[config.mk]
export PLATFORM = sky130hd
export DESIGN_NAME = bus_arbiter
export DESIGN_NICKNAME = d
export VERILOG_FILES = /design/src/rtl/bus_arbiter.sv
export SDC_FILE = /design/constraint.sdc
export NUM_CORES = 1
export LEC_CHECK = 0
export BUFFER_PORTS_ARGS = -buffer_cell sky130_fd_sc_hd__buf_2
export CAP_MARGIN = 20
export CORE_MARGIN = 10
export CORE_UTILIZATION = 51
export DETAILED_ROUTE_END_ITERATION = 8
export GPL_TIMING_DRIVEN = 1
export PLACE_DENSITY = 0.72
export RECOVER_POWER = 100
export SETUP_SLACK_MARGIN = 0.05
export SYNTH_ARGS = -nofsm -noshare
export SYNTH_HDL_FRONTEND = slang
export SYNTH_SLANG_ARGS = --single-unit
[constraint.sdc]
create_clock -name clock -period 4.4 [get_ports clock]
set_input_delay 0.66 -clock clock [delete_from_list [all_inputs] [get_ports clock]]
set_output_delay 0.66 -clock clock [all_outputs]
set_load 0.005 [all_outputs]
[src/rtl/bus_arbiter.sv]
// bus_arbiter: round-robin arbiter for the shared system bus.
// Tracks the owner's transaction and recovers from dead masters with two timeouts.
module bus_arbiter #(
    parameter int NUM_MASTERS         = 4,
    parameter int BEGIN_TIMEOUT       = 16,
    parameter int TRANSACTION_TIMEOUT = 1024
) (
    input  logic                   clock,
    input  logic                   reset,
    input  logic [NUM_MASTERS-1:0] requests,
    output logic [NUM_MASTERS-1:0] grants,
    input  logic                   beginTransactionIn,
    input  logic                   endTransactionIn,
    input  logic                   busErrorIn,
    output logic                   busErrorOut,
    output logic [2:0]             activeMaster,
    output logic                   arbiterBusy
);
    localparam int IW = $clog2(NUM_MASTERS);
    localparam int BW = $clog2(BEGIN_TIMEOUT);
    localparam int TW = $clog2(TRANSACTION_TIMEOUT);
    localparam logic [BW-1:0] BEGIN_LAST = BW'(BEGIN_TIMEOUT - 1);
    localparam logic [TW-1:0] TX_LAST    = TW'(TRANSACTION_TIMEOUT - 1);
    localparam logic [2:0]    LAST_INIT  = 3'(NUM_MASTERS - 1);

    typedef enum logic [1:0] {
        IDLE,
        GRANTED,
        BUSY
    } state_t;

    state_t                 state, state_n;
    logic [NUM_MASTERS-1:0] grants_n;
    logic [2:0]             active_n;
    logic                   busy_n;
    logic                   err_n;
    logic [2:0]             last_winner, last_n;
    logic [BW-1:0]          bcnt, bcnt_n;
    logic [TW-1:0]          tcnt, tcnt_n;

    logic [IW-1:0]          idx;
    logic [IW-1:0]          win;
    logic                   found;

    // Bus errors are left to the owner; it still closes with endTransaction.
    logic unused_bus_error;
    assign unused_bus_error = busErrorIn;

    always_comb begin
        found = 1'b0;
        win   = '0;
        idx   = '0;
        for (int k = 1; k <= NUM_MASTERS; k++) begin
            idx = IW'((int'(last_winner) + k) % NUM_MASTERS);
            if (!found && requests[idx]) begin
                found = 1'b1;
                win   = idx;
            end
        end
    end

    always_comb begin
        state_n  = state;
        grants_n = '0;
        active_n = activeMaster;
        busy_n   = arbiterBusy;
        err_n    = 1'b0;
        last_n   = last_winner;
        bcnt_n   = bcnt;
        tcnt_n   = tcnt;
        unique case (state)
            IDLE: begin
                bcnt_n = '0;
                tcnt_n = '0;
                if (found) begin
                    state_n  = GRANTED;
                    grants_n = NUM_MASTERS'(1) << win;
                    active_n = 3'(win);
                    last_n   = 3'(win);
                    busy_n   = 1'b1;
                end
            end
            GRANTED: begin
                // Begin outranks a same-cycle end or an expiring timeout.
                if (beginTransactionIn) begin
                    state_n = BUSY;
                    bcnt_n  = '0;
                    tcnt_n  = TW'(1);
                end else if (bcnt == BEGIN_LAST) begin
                    state_n = IDLE;
                    busy_n  = 1'b0;
                    bcnt_n  = '0;
                end else begin
                    bcnt_n = bcnt + BW'(1);
                end
            end
            BUSY: begin
                if (endTransactionIn) begin
                    state_n = IDLE;
                    busy_n  = 1'b0;
                    tcnt_n  = '0;
                end else if (tcnt == TX_LAST) begin
                    state_n = IDLE;
                    busy_n  = 1'b0;
                    err_n   = 1'b1;
                    tcnt_n  = '0;
                end else begin
                    tcnt_n = tcnt + TW'(1);
                end
            end
            default: begin
                state_n = IDLE;
                busy_n  = 1'b0;
            end
        endcase
    end

    always_ff @(posedge clock or negedge reset) begin
        if (!reset) begin
            state        <= IDLE;
            grants       <= '0;
            activeMaster <= '0;
            arbiterBusy  <= 1'b0;
            busErrorOut  <= 1'b0;
            last_winner  <= LAST_INIT;
            bcnt         <= '0;
            tcnt         <= '0;
        end else begin
            state        <= state_n;
            grants       <= grants_n;
            activeMaster <= active_n;
            arbiterBusy  <= busy_n;
            busErrorOut  <= err_n;
            last_winner  <= last_n;
            bcnt         <= bcnt_n;
            tcnt         <= tcnt_n;
        end
    end
endmodule

## After elaboration in Yosys (flattened, before gate mapping)

Cells that the tools add are included.

- Add/sub/neg operators: 6
- Magnitude comparators: 4
- Equal/unequal tests: 10
- Shifts and indexed selects: 1
- Multiplexer cells: 40
- Reductions and logical operators: 13

Operators with widths:

| cell | number |
|---|---|
| $mux W10 | 3 |
| $pmux W10 S3 | 1 |
| $mux W2 | 9 |
| $mux W1 | 16 |
| $mux W4 | 4 |
| $lt A2 B3 Y1 const B | 4 |
| $add A10 B1 Y10 const B | 1 |
| $eq A10 B10 Y1 const B | 1 |
| $bmux W1 S2 | 4 |
| $ne A2 B2 Y1 const B | 4 |
| $pmux W4 S2 | 1 |
| $ne A3 B3 Y1 const B | 2 |
| $pmux W2 S3 | 1 |
| $add A2 B1 Y2 const B | 2 |
| $add A2 B2 Y2 const B | 2 |
| $add A4 B1 Y4 const B | 1 |
| $eq A4 B4 Y1 const B | 1 |
| $reduce_and A2 Y1 | 2 |
| $reduce_and A4 Y1 | 1 |
| $shl A1 B2 Y4 const A | 1 |
| $logic_and A1 B1 Y1 | 3 |
| $logic_not A1 Y1 | 3 |
| $pmux W1 S3 | 1 |
| $reduce_and A3 Y1 | 1 |
| other kinds (5) | 5 |

- Register bits after elaboration: 26
- Bits of input ports: 9
- Output and inout bits: 9
- Word-level logic and storage cells: 82

## Depth between registers and ports, before layout

Gate-level depths: netlist (run 1).

- Word-level depth: 16
- Gate-level depth with buffers: 7
- Mapped depth without buffers: 6

## Worst setup path after synthesis (run 1)

Ideal clock, no wire load.

- Path type: input to register
- Start: input port requests[1]
- End: register activeMaster[1]
- Library setup time: 0.118 ns
- Data arrival time: 1.654 ns
- Data required time: 4.282 ns
- Path slack: 2.628 ns
- Stages on the path: 4
- Buffers on the path: 0
- Cells stage by stage: or4_4 and2_1 and2_1 a21o_1

- Word-level cells in the longest chain between the ends: 13
- Elaborated cells between the ends (all ways): 23

Ends and longest elaborated chain:

| element | line | RTL |
|---|---|---|
| start: declaration | 10 | `input logic [NUM_MASTERS-1:0] requests,` |
| $bmux W1 S2 | 55 | `if (!found && requests[idx]) begin` |
| $mux W1 (implied by the code) | 55 |  |
| $mux W1 | 55 |  |
| $logic_not A1 Y1 | 55 |  |
| $logic_and A1 B1 Y1 | 55 |  |
| $mux W1 | 55 |  |
| $logic_not A1 Y1 | 55 |  |
| $logic_and A1 B1 Y1 | 55 |  |
| $mux W1 | 55 |  |
| $logic_not A1 Y1 | 55 |  |
| $logic_and A1 B1 Y1 | 55 |  |
| $mux W1 | 55 |  |
| $reduce_and A2 Y1 (no line) | - |  |
| end signal: assignment | 131 | `activeMaster <= active_n;` |
| end: declaration | 16 | `output logic [2:0] activeMaster,` |

Parallel ways exist; a longest one is shown, timed or not. The select of a mux whose other input is x is not followed.
A chain may end at the register's enable or synchronous reset.

## Worst setup path after layout (run 1)

- Start: register state[1]
- End: register tcnt[0]

- Word-level cells in the longest chain between the ends: 3
- Elaborated cells between the ends (all ways): 7

Ends and longest elaborated chain:

| element | line | RTL |
|---|---|---|
| start: declaration | 32 | `state_t state, state_n;` |
| start signal: assignment | 129 | `state <= state_n;` |
| $eq A2 B1 Y1 (tied with other cells) | 71 | `unique case (state)` |
| $ne A2 B2 Y1 (no line) / $reduce_bool A3 Y1 (equally long branches) | - |  |
| $reduce_and A2 Y1 (no line) | - |  |
| end signal: assignment | 136 | `tcnt <= tcnt_n;` |
| end: declaration | 39 | `logic [TW-1:0] tcnt, tcnt_n;` |

Parallel ways exist; a longest one is shown, timed or not.

==> metrics list, run 1 <==
- In the synthesized netlist the async set-or-reset flop fraction comes to 100.0%.
* Via density: 5.796
- Entering global routing, the biggest net connects 27 pins.
* Clock Latency Late Sink: 0.32 ns
- Worst EP arrival: 2.54 ns
* Depth of the CTS H-tree: 1
- Design Power: 0.8414 mW
* Leading cell types by total area after synthesis: sky130_fd_sc_hd__dfrtp_1 43%, sky130_fd_sc_hd__nor2_1 4.6%, sky130_fd_sc_hd__ha_1 4.5%
* Highest Clock Rate: 432.6 MHz
* Yosys top cell by area: sky130_fd_sc_hd__dfrtp_1
- The clock net in this run drives a total of 26 sinks.
- Once layout is complete, the utilization of the core stands at 59.54%.
- Routed len/inst: 14.86 um
- Of the total power, the share spent switching nets is 38.23%.
- Initial antenna violation count: 0
- Syn nets: 160
* Total setup violations reported at the end of the flow: 0
* Worst Skew: 0.007031 ns
- STA classifies the critical path startpoint as a register.
- Final critical-path setup slack: 2.088 ns
- Measured in cells, the most critical reg-to-reg path has a length of 6.
- TritonCTS created 3 clock buffers.
* Total wire length after detailed routing: 2.839 mm
* Standard cell core area: 2545 um^2
- Detailed-routing iteration count for the pre-antenna-repair pass: 4
- Hold Worst Slack: 0.4919 ns
- The path with the worst hold slack has its endpoint at activeMaster[1].
- Total negative setup slack: 0 ns
* Final ANT Viol Nets: 0
- Most common cell after layout, fill and taps aside: sky130_fd_sc_hd__dfrtp_1
* Slew at the pin with the worst max-slew slack: 1.347 ns
* Crit Path Category: register to register
- Dividing the synthesized area by the synthesized cell count gives 9.590 um^2.
* Number of core rows: 18
* Syn Std Cell Area: 1400 um^2
* IO buf count: 15
- Critical path's slowest cell: sky130_fd_sc_hd__nor2b_1
- Worst hold-check path type: register to register
* CP Cell Sequence: inv_1, ha_1, nor2b_1, or2_0, o31ai_1, a22o_1
- From synthesis to final layout, the design area changed by 8.221%.
- Antenna Diode Count: 0
- Initial standard-cell utilization of the core: 55.01%
* TritonCTS clock tree: done
* Worst rel slew slack: 10.23%
- Count of yosys warnings during synthesis: 0
- Internal power of the cells: 0.5198 mW
- The floorplan step set the die height to 72.40 um.
- In this design, the stage delay of the slowest critical-path cell is 0.67 ns.
* Synthesized netlist cell count: 146
- OpenSTA, run right after detailed placement, puts the worst setup slack at 2.195 ns.
* Maximum root-to-sink buffer count: 2
* Number of enable-type register cells in the synthesized netlist: 0
- The floorplan step defined a die boundary enclosing 5241 um^2.
- Sequential cells account for 40.1% of the total power.
- Along the worst path, the maximum fanout reaches 11.
- Post-CTS timing repair inserted 0 buffers for setup.
* Commonest cells after routing, fill and taps aside: 24 x sky130_fd_sc_hd__dfrtp_1, 17 x sky130_fd_sc_hd__nor2_1, 11 x sky130_fd_sc_hd__nand2_1, 9 x sky130_fd_sc_hd__clkbuf_1, 8 x sky130_fd_sc_hd__nand3_1
- Final slew viol count: 0
* R2R setup slack: 2.09 ns
- Setup repair after global routing missed its margin: no
- At the worst endpoint, the required time is 4.62 ns.
* WHS Path Cells: 1
- Total power divided by cell area: 555.3 nW/um^2
- Number of register bits inferred by synthesis: 26
- Detailed placement finished with a half-perimeter wire length of 2.140 mm.
- Net Switching: 0.3217 mW
- First-iteration detailed-routing DRC count: 75
* Routed via count: 1107
- Count of hold buffers inserted by post-cts repair: 0
- Maximum ir drop on the vdd rail: 0.0003783 V
* Vias in the first global route: 1148
- The filler cells instantiated in the layout total 218.
- The flow ran to the end, and the final reports show no timing, DRC or antenna violations.
- In the finished design, the share of the clock period the worst path needs comes to 52.54%.
* FF-to-FF End: tcnt[0]
- Final global-route overflow total: 0
- Startpoint of the most critical register-to-register path: state[1]
* Number of top-level pins: 18
- Clock tree synthesis selected as its root buffer the cell sky130_fd_sc_hd__clkbuf_4.
* Proportion of layout cells with a drive suffix above 1: 8.696%
- The top cell type by area accounts for 42.90% of the synthesized area.
- Fraction of power consumed by the clock network: 19.1%
* Number of cells upsized or downsized after cts: 0
- Combinational logic is responsible for 40.9% of the overall power.
* Time the worst path needs with I/O delays and setup: 2.312 ns
* Min-Delay Startpoint: activeMaster[1]
- For this run, the total global-route usage over all layers was measured as 11.39%.
- The first global-routing pass estimated 4.995 mm of wire.
- Prevailing post-synth register cell: sky130_fd_sc_hd__dfrtp_1
- Element type at the critical path end: register
- The final layout contains 176 nets.
* Synth unique cells: 41
- The congestion estimate from routability-driven global placement came to 0.7947.
- For this design the static power due to leakage is 0.6627 nW.
* Maxcap violations: 0
- Share of synthesized area occupied by flip-flops and latches: 46.65%
- Worst-path clk slew: 0.14 ns
- After detailed routing, the number of remaining DRC violations is 0.
* Die Wd: 72.40 um
- Hold Violations, Final: 0
cell families after synthesis:
logic type	after synthesis	synth area share, %
AOI/OAI and AO/OA	37	17.43
xor gates and xnor gates	4	2.502
adders and majority gates	5	4.468
buffers and inverters	11	4.110
DFF	26	46.65
muxes	1	0.7150
other	1	0.2678
and+or+nand+nor	61	23.86
metal layers:
metal,track usage [%],part of all wire [%],vias to the layer above
met3,2.585,4.5,4
met4,4.430,1.0,0
met1,14.30,48,528
li1,-,-,555
met5,0,0,-
met2,18.46,46,20
sequential cells by signal, indices dropped and copies added (netlist names):
name and count:
tcnt 10, bcnt 4, grants 4, activeMaster 2, last_winner 2, state 2, arbiterBusy 1, busErrorOut 1
worst max-delay path by stage:
stage / end / slack (ns) / startpoint
after floorplan: activeMaster[1] / 2.63 / requests[1]
after global placement: tcnt[0] / 2.24 / state[1]
after detailed placement: tcnt[0] / 2.20 / state[1]
after CTS: tcnt[0] / 2.18 / state[1]
after global routing: tcnt[9] / 1.85 / state[1]
final: tcnt[0] / 2.09 / state[1]
power groups by stage:
| stage | clock, mW | sequential [mW] | combinational [mW] |
|---|---|---|---|
| 2_1_floorplan | 0 | 0.338 | 0.278 |
| 3_3_place_gp | 0 | 0.338 | 0.343 |
| 3_5_place_dp | 0 | 0.343 | 0.355 |
| 4_1_cts | 0.166 | 0.338 | 0.357 |
| 5_1_grt | 0.174 | 0.347 | 0.393 |
| 6_report | 0.161 | 0.337 | 0.344 |
worst max-delay path, delay by kind of cell, from the launching register on:
kind	cells	cell delay, ns
flip-flops	1	0.41
buffers and inverters	1	0.10
AND/OR/NAND/NOR	2	1.09
adder cells (fa/ha/maj)	1	0.31
AO/OA/AOI/OAI	2	0.32
cell type report:
type | count | area [um^2] | area share [%]
Multi-Input combinational cell | 109 | 681.9 | 45.00
Sequential cell | 26 | 653.1 | 43.10
Timing Repair Buffer | 15 | 63.81 | 4.211
Tap cell | 30 | 37.54 | 2.477
Clock inverter | 1 | 30.03 | 1.982
Inverter | 7 | 26.28 | 1.734
Clock buffer | 3 | 22.52 | 1.486
synthesized netlist by cell type (2+ instances only):
library cell	count
sky130_fd_sc_hd__a21oi_1	5
sky130_fd_sc_hd__nand2_1	11
sky130_fd_sc_hd__ha_1	5
sky130_fd_sc_hd__a31oi_1	5
sky130_fd_sc_hd__nor3_1	5
sky130_fd_sc_hd__and2_1	2
sky130_fd_sc_hd__nor2_1	17
sky130_fd_sc_hd__o22ai_1	3
sky130_fd_sc_hd__dfstp_2	2
sky130_fd_sc_hd__nand3_1	8
sky130_fd_sc_hd__buf_4	2
sky130_fd_sc_hd__and4_1	2
sky130_fd_sc_hd__o31ai_1	2
sky130_fd_sc_hd__a22o_1	2
sky130_fd_sc_hd__nand3b_1	2
sky130_fd_sc_hd__nor4_1	2
sky130_fd_sc_hd__xnor2_1	4
sky130_fd_sc_hd__inv_1	7
sky130_fd_sc_hd__dfrtp_1	24
sky130_fd_sc_hd__nor2b_1	2
sky130_fd_sc_hd__nand2b_1	4
sky130_fd_sc_hd__a21o_1	3
sky130_fd_sc_hd__o21ai_1	5
sky130_fd_sc_hd__o21a_1	2
sky130_fd_sc_hd__o21ai_0	4
metrics by stage:
stage / instance area, um^2 / instances
4_1_cts: 1534 / 191
5_1_grt: 1515 / 191
3_3_place_gp: 1481 / 187
6_report: 1515 / 191
3_5_place_dp: 1481 / 187
2_1_floorplan: 1400 / 146
(Power assumes the default switching activity.)
==> inputs of run 2 (changes only) <==
--- a/config.mk
+++ b/config.mk
@@ -11,7 +11,7 @@
 export CORE_UTILIZATION = 51
 export DETAILED_ROUTE_END_ITERATION = 8
 export GPL_TIMING_DRIVEN = 1
-export PLACE_DENSITY = 0.72
+export PLACE_DENSITY = 0.74
 export RECOVER_POWER = 100
 export SETUP_SLACK_MARGIN = 0.05
 export SYNTH_ARGS = -nofsm -noshare
==> constraint.sdc (replaced) <==
create_clock -name clock -period 2.1 [get_ports clock]
set_input_delay 0.315 -clock clock [delete_from_list [all_inputs] [get_ports clock]]
set_output_delay 0.315 -clock clock [all_outputs]
set_load 0.005 [all_outputs]
==> metrics list, run 2 (synthesis gave the netlist of run 1 again) <==
- The flow ran to the end, and the final reports show no timing, DRC or antenna violations.
- Clock latency on the worst-skew pair, taken at its later pin, is 0.31 ns.
- Global-route wire length before repair: 4.816 mm
- From synthesis to final layout, the design area changed by 8.847%.
* Crit Path Category: register to register
- tcnt holds more flip-flops than any other register.
* Maximum root-to-sink buffer count: 2
* Final ANT Viol Nets: 0
- OpenSTA, run right after detailed placement, puts the worst setup slack at 0.3195 ns.
- Number of sinks on the clock net: 26
* Max FO, Critical Path: 8
- Largest registers ranked by flip-flop count: tcnt (10), bcnt (4), grants (4)
* Proportion of layout cells with a drive suffix above 1: 10.43%
- FF+latch area: 653.1 um^2
- Number of buffers created by CTS: 3
- Final slew viol count: 0
- Time the worst path needs with I/O delays and setup: 1.807 ns
* Final Core Density: 59.88%
- Share of power burned in registers: 41.6%
* Final cycle utilization of the critical path: 86.03%
- Vias in the first global route: 1051
- Total power divided by cell area: 1120 nW/um^2
- Setup repair after global routing left no endpoint under its margin.
- In this run the number of H-tree levels came out at 1.
* Worst-path clk slew: 0.14 ns
* Number of top-level pins: 18
- At the pin with the least slew margin, the transition time is 1.365 ns.
- With fillers left out, the area of the finished cells amounts to 1524 um^2.
- The floorplan step defined a die boundary enclosing 5241 um^2.
- Across all layers, the routed design uses 1124 vias.
- Based on the critical path, the design can be clocked at up to 553.5 MHz.
- The number of antenna violations at the first check in global routing came to 0.
- Final-stage net count: 178
- The congestion estimate from routability-driven global placement came to 0.8238.
- Total setup violations reported at the end of the flow: 0
- Die Wd: 72.40 um
* Post-route DRC violation count: 0
- Dividing the detail-routed wire length by the instance count gives 14.95 um.
- Hold Worst Slack: 0.3068 ns
* Detailed-routing iteration count for the pre-antenna-repair pass: 4
- After detailed placement, the design holds a cell count of 188.
- The number of antenna diodes in the final layout is 0.
- Commonest cells after routing, fill and taps aside: 24 x sky130_fd_sc_hd__dfrtp_1, 17 x sky130_fd_sc_hd__nor2_1, 11 x sky130_fd_sc_hd__nand2_1, 9 x sky130_fd_sc_hd__clkbuf_1, 8 x sky130_fd_sc_hd__nand3_1
- For this design the static power due to leakage is 0.6666 nW.
* Multi-input gate area in the final layout: 689.4 um^2
- In the routed layout, each cell is associated on average with a via count of 5.824.
- Dpl hpwl: 2.194 mm
- Number of core rows: 18
- Power share of the combinational group: 43.7%
- Setup Fix Bufs, Post-CTS: 0
- Worst Skew: 0.002415 ns
- STA classifies the critical path endpoint as a register.
- TritonCTS clock tree: done
- In this run, the number of DRC markers left after iteration 0 of detailed routing was 76.
* Max FFs per register: 10
* Maxcap violations: 0
- After global routing the overflow that remains totals 0.
- Number of cells in the finished layout apart from fillers: 193
- Worst hold-check path type: input port to register
- STA puts the critical path data required time at 2.32 ns.
- In this run the tightest slew margin relative to its limit is 8.984%.
- Worst EP arrival: 2.03 ns
* Design Power: 1.707 mW
- Fill cells in the final layout number 224.
- Total track usage: 11.00%
- The library cell used most frequently in the layout, excluding fill and tap cells, is sky130_fd_sc_hd__dfrtp_1.
- Total negative setup slack: 0 ns
- Maximum ir drop on the vdd rail: 0.0008509 V
* Number of cells upsized or downsized after cts: 0
- Internal power of the cells: 1.013 mW
- Fraction of power consumed by the clock network: 14.6%
- IO buf count: 15
* Placed instance area: 1489 um^2
- Crit start category: register
- In the post-route analysis, the smallest setup slack over all paths is 0.2934 ns.
- The floorplan step set the die height to 72.40 um.
- Maximum number of pins on one net before global-route repair: 27
* Standard cell core area: 2545 um^2
- Net Switching: 0.6934 mW
- Hold Violations, Final: 0
* Initial standard-cell utilization of the core: 55.01%
- Library cell used as clock root buffer: sky130_fd_sc_hd__clkbuf_4
- Sw frac: 40.63%
- The final layout contains routed wiring with a total length of 2.885 mm.
-- run 2: critical path: stages, from the launching register on --
cell	delay, ns
sky130_fd_sc_hd__dfrtp_1	0.43
sky130_fd_sc_hd__ha_1	0.30
sky130_fd_sc_hd__nor3_4	0.37
sky130_fd_sc_hd__or2_1	0.31
sky130_fd_sc_hd__o31ai_1	0.11
sky130_fd_sc_hd__a22o_1	0.18
-- run 2: power by group through the flow --
stage	Clock (mW)	Sequential [mW]	Combinational, mW
detailed placement	0	0.720	0.765
CTS	0.261	0.710	0.769
finish	0.250	0.711	0.746
floorplan	0	0.709	0.582
global placement	0	0.708	0.727
global route	0.277	0.726	0.840
-- run 2: path summary, 6_finish.rpt --
path,start,endpoint,slack [ns],cells after the start
max in group asynchronous,reset,tcnt[4],0.49,2
worst max-delay path,state[0],tcnt[0],0.29,5
worst min register to register,activeMaster[1],activeMaster[1],0.50,1
min in group asynchronous,reset,tcnt[2],0.82,2
worst min-delay path,beginTransactionIn,state[1],0.31,3
worst max register to register,state[0],tcnt[0],0.29,5
-- run 2: layout make-up --
cell class,count,area share (%)
sequential,26,42.86
tap,30,2.463
inverter,7,1.724
clock buffer,4,2.381
timing repair buffer,17,5.337
multi-input combinational,109,45.24
-- run 2: what timing repair did --
item / 4_1_cts / 5_1_grt
hold buffers: 1 / 0
endpoints found under the setup margin: 0 / 0
endpoints found under the hold margin: 24 / 0
-- run 2: layer usage --
layer  vias to the layer above  global-route usage [%]  routed length, um
met5                         -                       0                  0
met4                         0                   3.165                 13
met3                         2                   3.265                179
met2                        26                   16.52               1275
met1                       531                   14.85               1417
li1                        565                       -                  -
